**src/rtl/cas_tape_player.sv**
```systemverilog
// cas_tape_player: .CAS pulse-position playback engine, all timing counted in CPU ce cycles.
// Latency: ram_a/latch/eot are registered and follow the clock carrying the ce strobe; playing decodes state.
// Flow: no handshake, ce alone paces progress. Optional lead-in cells enabled by `define CAS_LEADIN_EN.
module cas_tape_player #(
  parameter int              ADDR_W    = 17,
  parameter logic [ADDR_W-1:0] BASE_ADDR = '0,
  parameter int              SYNC_LEN  = 512,
  parameter int              DATA_AT   = 1791,
  parameter int              DATA_LEN  = 512,
  parameter int              CELL_LEN  = 3593,
  parameter int              LEADIN    = 128
) (
  input  logic              clock,
  input  logic              reset,
  input  logic              ce,
  input  logic              load,
  input  logic [ADDR_W-1:0] tape_end,
  input  logic              motor,
  input  logic              poll,
  input  logic              clr,
  output logic [ADDR_W-1:0] ram_a,
  input  logic [7:0]        ram_q,
  output logic              latch,
  output logic              playing,
  output logic              eot
);

  localparam int CW = $clog2(CELL_LEN);
  localparam int LW = $clog2(LEADIN + 1);
  localparam logic [CW-1:0] SYNC_END  = CW'(SYNC_LEN);
  localparam logic [CW-1:0] DATA_POS  = CW'(DATA_AT);
  localparam logic [CW-1:0] DATA_END  = CW'(DATA_AT + DATA_LEN);
  localparam logic [CW-1:0] CELL_LAST = CW'(CELL_LEN - 1);
  localparam logic [LW-1:0] LEAD_LAST = LW'(LEADIN - 1);

  typedef enum logic [2:0] {S_IDLE, S_ARMED, S_LEAD, S_PLAY, S_EOT} state_t;

  state_t            state, state_nxt;
  logic [CW-1:0]     cnt, cnt_nxt;
  logic [LW-1:0]     lead_cnt, lead_cnt_nxt;
  logic [2:0]        bitptr, bitptr_nxt;
  logic [ADDR_W-1:0] ram_a_nxt, ram_a_inc;
  logic              bit_val, bit_val_nxt;
  logic              end_pend, end_pend_nxt;
  logic              latch_nxt, eot_nxt;
  logic              motor_q, motor_rise, cell_wrap, set_latch, eot_entry;

  assign ram_a_inc  = ram_a + ADDR_W'(1);
  assign motor_rise = motor && !motor_q;
  assign cell_wrap  = (cnt == CELL_LAST);
  assign playing    = (state == S_PLAY) || (state == S_LEAD);

  // Next-state and datapath decode; nothing advances without ce.
  always_comb begin
    state_nxt    = state;
    cnt_nxt      = cnt;
    lead_cnt_nxt = lead_cnt;
    bitptr_nxt   = bitptr;
    ram_a_nxt    = ram_a;
    bit_val_nxt  = bit_val;
    end_pend_nxt = end_pend;
    latch_nxt    = latch;
    eot_nxt      = eot;
    set_latch    = 1'b0;
    eot_entry    = 1'b0;
    if (ce) begin
      if (!motor) begin
        // Pointer, bit position and eot survive so the user sees where the tape stopped.
        state_nxt = S_IDLE;
      end else begin
        case (state)
          S_IDLE, S_ARMED, S_EOT: begin
            if (motor_rise) begin
              state_nxt    = S_ARMED;
              ram_a_nxt    = BASE_ADDR;
              bitptr_nxt   = 3'd7;
              eot_nxt      = 1'b0;
              end_pend_nxt = 1'b0;
            end else if (state == S_ARMED && poll) begin
              cnt_nxt      = '0;
              lead_cnt_nxt = '0;
`ifdef CAS_LEADIN_EN
              state_nxt    = S_LEAD;
`else
              state_nxt    = S_PLAY;
`endif
            end
          end
          // Lead-in cells: sync pulse only, tape pointer untouched (unreachable without lead-in).
          S_LEAD: begin
            set_latch = (cnt < SYNC_END);
            cnt_nxt   = cell_wrap ? '0 : cnt + CW'(1);
            if (cell_wrap) begin
              if (lead_cnt == LEAD_LAST) state_nxt = S_PLAY;
              else lead_cnt_nxt = lead_cnt + LW'(1);
            end
          end
          S_PLAY: begin
            cnt_nxt = cell_wrap ? '0 : cnt + CW'(1);
            if (cnt < SYNC_END) set_latch = 1'b1;
            if (cnt == DATA_POS) begin
              bit_val_nxt = ram_q[bitptr];
              if (bitptr == 3'd0) begin
                bitptr_nxt = 3'd7;
                ram_a_nxt  = ram_a_inc;
                // Pointer ran past the last byte: finish this cell, then stop.
                if (ram_a_inc > tape_end) end_pend_nxt = 1'b1;
              end else begin
                bitptr_nxt = bitptr - 3'd1;
              end
            end
            if (cnt > DATA_POS && cnt < DATA_END && bit_val) set_latch = 1'b1;
            if (cell_wrap && end_pend) begin
              state_nxt = S_EOT;
              eot_nxt   = 1'b1;
              eot_entry = 1'b1;
            end
          end
          default: state_nxt = S_IDLE;
        endcase
      end
      // Set beats a simultaneous CPU clear; entering EOT always drops the bit.
      if (set_latch) latch_nxt = 1'b1;
      else if (clr)  latch_nxt = 1'b0;
      if (eot_entry) latch_nxt = 1'b0;
    end
  end

  // State register; reset and an active download both force a full rewind.
  always_ff @(posedge clock) begin
    if (reset || load) begin
      state    <= S_IDLE;
      cnt      <= '0;
      lead_cnt <= '0;
      bitptr   <= 3'd7;
      ram_a    <= BASE_ADDR;
      bit_val  <= 1'b0;
      end_pend <= 1'b0;
      latch    <= 1'b0;
      eot      <= 1'b0;
      motor_q  <= 1'b0;
    end else begin
      state    <= state_nxt;
      cnt      <= cnt_nxt;
      lead_cnt <= lead_cnt_nxt;
      bitptr   <= bitptr_nxt;
      ram_a    <= ram_a_nxt;
      bit_val  <= bit_val_nxt;
      end_pend <= end_pend_nxt;
      latch    <= latch_nxt;
      eot      <= eot_nxt;
      if (ce) motor_q <= motor;
    end
  end

endmodule

```
**config.mk**
```make
export PLATFORM = sky130hd
export DESIGN_NAME = cas_tape_player
export DESIGN_NICKNAME = d
export VERILOG_FILES = /design/src/rtl/cas_tape_player.sv
export SDC_FILE = /design/constraint.sdc
export NUM_CORES = 1
export LEC_CHECK = 0
export CORE_ASPECT_RATIO = 1.1
export CORE_UTILIZATION = 55
export DETAILED_ROUTE_END_ITERATION = 8
export DONT_BUFFER_PORTS = 1
export PLACE_DENSITY = 0.75
export SYNTH_ARGS = -nofsm -noshare
export SYNTH_HDL_FRONTEND = slang
export SYNTH_SLANG_ARGS = --single-unit
export TNS_END_PERCENT = 50
```
**constraint.sdc**
```tcl
create_clock -name clock -period 2.92 [get_ports clock]
set_input_delay 0.292 -clock clock [delete_from_list [all_inputs] [get_ports clock]]
set_output_delay 0.292 -clock clock [all_outputs]
set_load 0.02 [all_outputs]
```
==> impl_results.md <==
- CTS tree: yes
- First-pass GRT wire length: 11100 um
- Setup_tns: 0 ns
- Final cell count without fillers: 466
- Vias: 2724
- Flops & latches, synth: 48
- Vias/cell: 5.85
- Critical Path AT: 2.78 ns
- Startpoint types: flop
- Die Footprint: 5990 um2
- GR Util All Layers: 23.8%
- Synth Flop Type: dfxtp_1
- Net count after synthesis: 433
- Crit Reg-Reg Endpoint: end_pend
- Skew final: 0.00707 ns
- Post-CTS setup buffer count: 0
- Pwr/cell area: 337 nW/um2
- Worst Min Path Start: motor
- Placed cells: 458
- Routing usage on met2: 42.5%
- Number of synthesis warnings: 0
- Port Buf Inserts: 0
- CP endpoint kind: flop
- Cells resized by post-CTS repair: 0
- Clock slew at reported path FFs: 0.09 ns
- Status: complete, no violations
- Min-Delay Endpoint: state[1]
- Ratio of cells with drive above 1 in the final layout: 9.97%
- Dpl ws: 0.238 ns
- Min Hold Slack: 0.137 ns
- Num CTS Buffers: 5
- Die width: 73.9 um
- Fin crit share: 89.0%
- Hold/Removal Path Class: primary input to flop
- Worst Slack Setup Final: 0.322 ns
- Final ANT Viol Nets: 0
- Slew @ Worst Pin: 0.849 ns
- Yosys cell types: 53
- Met3 usage: 6.95%
- Tmin final: 2.60 ns
- Cell Area, Synth: 3130 um2
- Busiest layer in global routing: met2
- Number of flops mapped to enable cells by yosys: 0
- I/O pin cnt: 52
- Largest net degree at the start of global routing: 18
- Setup CP Type: flop to flop
- Max-cap violations: 0
- Worst hold path depth: 2
- Core area: 5430 um2
- Final #Nets: 445
- R2R Setup Slk: 0.32 ns
- Starting density of the core: 57.6%
- Worst-Skew Late Latency: 0.30 ns
- Chip height: 81.1 um
- RSZ-0062 raised after global routing: false
- Ant diodes: 0
- Worst Reg-to-Reg Cells: 11
- Met1 GRT Util: 26.9%
- Final setup fails: 0
- Final Slew Violations: 0
- Fillers: 479
- FFs w/ async S/R, synth: 0%
- Pre-antenna DRT Iters: 4
- Endpoints failing hold: 0
- Max VDD drop: 0.210 mV
- GR Overflow Total: 0
- Clock tree sinks: 48
- Worst reg2reg path startpoint: ram_a[1]
- Root Buffer Master: clkbuf_8
- Routed WL: 6810 um
- CP max FO: 6
- Hold_buf cts: 0
- Core Rows: 28
- Pleak: 1.35 nW
- Worst-case clock buffer depth: 2
- Register area share after synthesis: 30.7%
- Dpl hpwl: 5170 um
- Syn avg cell area: 8.28 um2
- Initial antenna violation count: 0
- H-tree depth: 2
- Vias in the first global route: 2560
- Routed WL per cell: 14.6 um
- Fmax: 0.385 GHz
- DRT iter0 DRCs: 205
- DRC viols: 0
- Layout area overhead: 8.32%
- Gate Count Post-Synth: 378
- GPL Wtd Cong: 0.865
- Crit path required time: 3.11 ns
- Max-slew headroom: 42.9%
-- synth_stat cells, drive strengths merged, types with 4 or more instances --
master / instances / area [um2]
nand2b: 6 / 37.5
a31oi: 4 / 25.0
ha: 23 / 288
o21ai: 14 / 70.1
a21oi: 20 / 100
a22o: 9 / 78.8
inv: 30 / 113
clkbuf: 4 / 16.3
and3: 6 / 37.5
nand4: 11 / 68.8
nand2: 31 / 124
nor3: 6 / 30.0
nand3: 23 / 120
dfxtp: 48 / 961
buf: 7 / 37.5
nor2: 39 / 146
nor4: 8 / 50.1
xor2: 13 / 114
mux2i: 7 / 70.1
nand3b: 5 / 37.5
xnor2: 21 / 184
-- layout make-up --
| cell class | instances | area (um2) | share of cell area, % |
|---|---|---|---|
| Inverter | 30 | 113 | 3.32 |
| Timing Repair Buffer | 16 | 120 | 3.55 |
| Clock buffer | 6 | 82.6 | 2.44 |
| Sequential cell | 48 | 961 | 28.4 |
| Tap cell | 75 | 93.8 | 2.77 |
| Clock inverter | 2 | 10.0 | 0.295 |
| Multi-Input combinational cell | 289 | 2010 | 59.3 |
-- state kept, by name, summed over array words and instances, names as in the netlist --
signal and count:
bitptr 3, latch 1, state 3, motor_q 1
cnt 12, end_pend 1, bit_val 1, lead_cnt 8
ram_a 17, eot 1
-- placed cells by master (no fill, tap or decap), drive strengths merged, types with 7 or more instances in the layout --
master / instances
a21oi: 20
dfxtp: 48
a22o: 9
inv: 30
mux2i: 7
buf: 16
nand2: 31
nand4: 11
xnor2: 21
nor4: 8
o21ai: 14
xor2: 13
ha: 23
nand3: 23
nor2: 39
-- stage by stage --
| stage | power (mW) | util, % | cell area [um2] |
|---|---|---|---|
| after floorplan | 0.727 | - | 3130 |
| after global placement | 0.740 | 60.6 | 3290 |
| after detailed placement | 0.741 | 60.6 | 3290 |
| after CTS | 1.15 | 62.3 | 3380 |
| after global routing | 1.18 | 62.4 | 3390 |
| final | 1.14 | 62.4 | 3390 |
-- worst max-delay path: stages, from the launching register on --
cell	delay [ns]
dfxtp_1	0.35
ha_1	0.20
nand3_2	0.16
nor2_2	0.17
nand2_1	0.09
xnor2_1	0.13
ha_1	0.28
nand4_1	0.14
nor3_1	0.07
a2111o_1	0.38
a2111oi_0	0.38
o21ai_0	0.13
-- report_power, final --
group          total (mW)  internal, mW  switching [mW]
sequential          0.660         0.656         0.00409
combinational      0.0662        0.0256          0.0405
clock               0.415         0.189           0.225
-- cells by family after synthesis --
group | synth area share [%]
buffers and inverters | 5.32
and+or+nand+nor | 26.4
DFF | 30.7
muxes | 4.04
adders and majority gates | 9.20
xor gates and xnor gates | 9.52
AOI/OAI and AO/OA | 14.8
-- metal layers --
layer / share of wire, % / up-vias / routed length, um
met5: 0 / - / 0
met4: 0.90 / 0 / 61
met3: 6.3 / 5 / 432
met2: 50 / 72 / 3420
met1: 43 / 1274 / 2900
li1: - / 1373 / -
-- worst max path at each step --
stage / slack [ns] / to / from
2_1_floorplan: 0.09 / end_pend / ram_a[0]
3_3_place_gp: 0.33 / end_pend / ram_a[0]
3_5_place_dp: 0.24 / end_pend / ram_a[1]
4_1_cts: 0.22 / end_pend / ram_a[1]
5_1_grt: 0.05 / end_pend / ram_a[0]
6_report: 0.32 / end_pend / ram_a[1]
(Power assumes the default switching activity.)
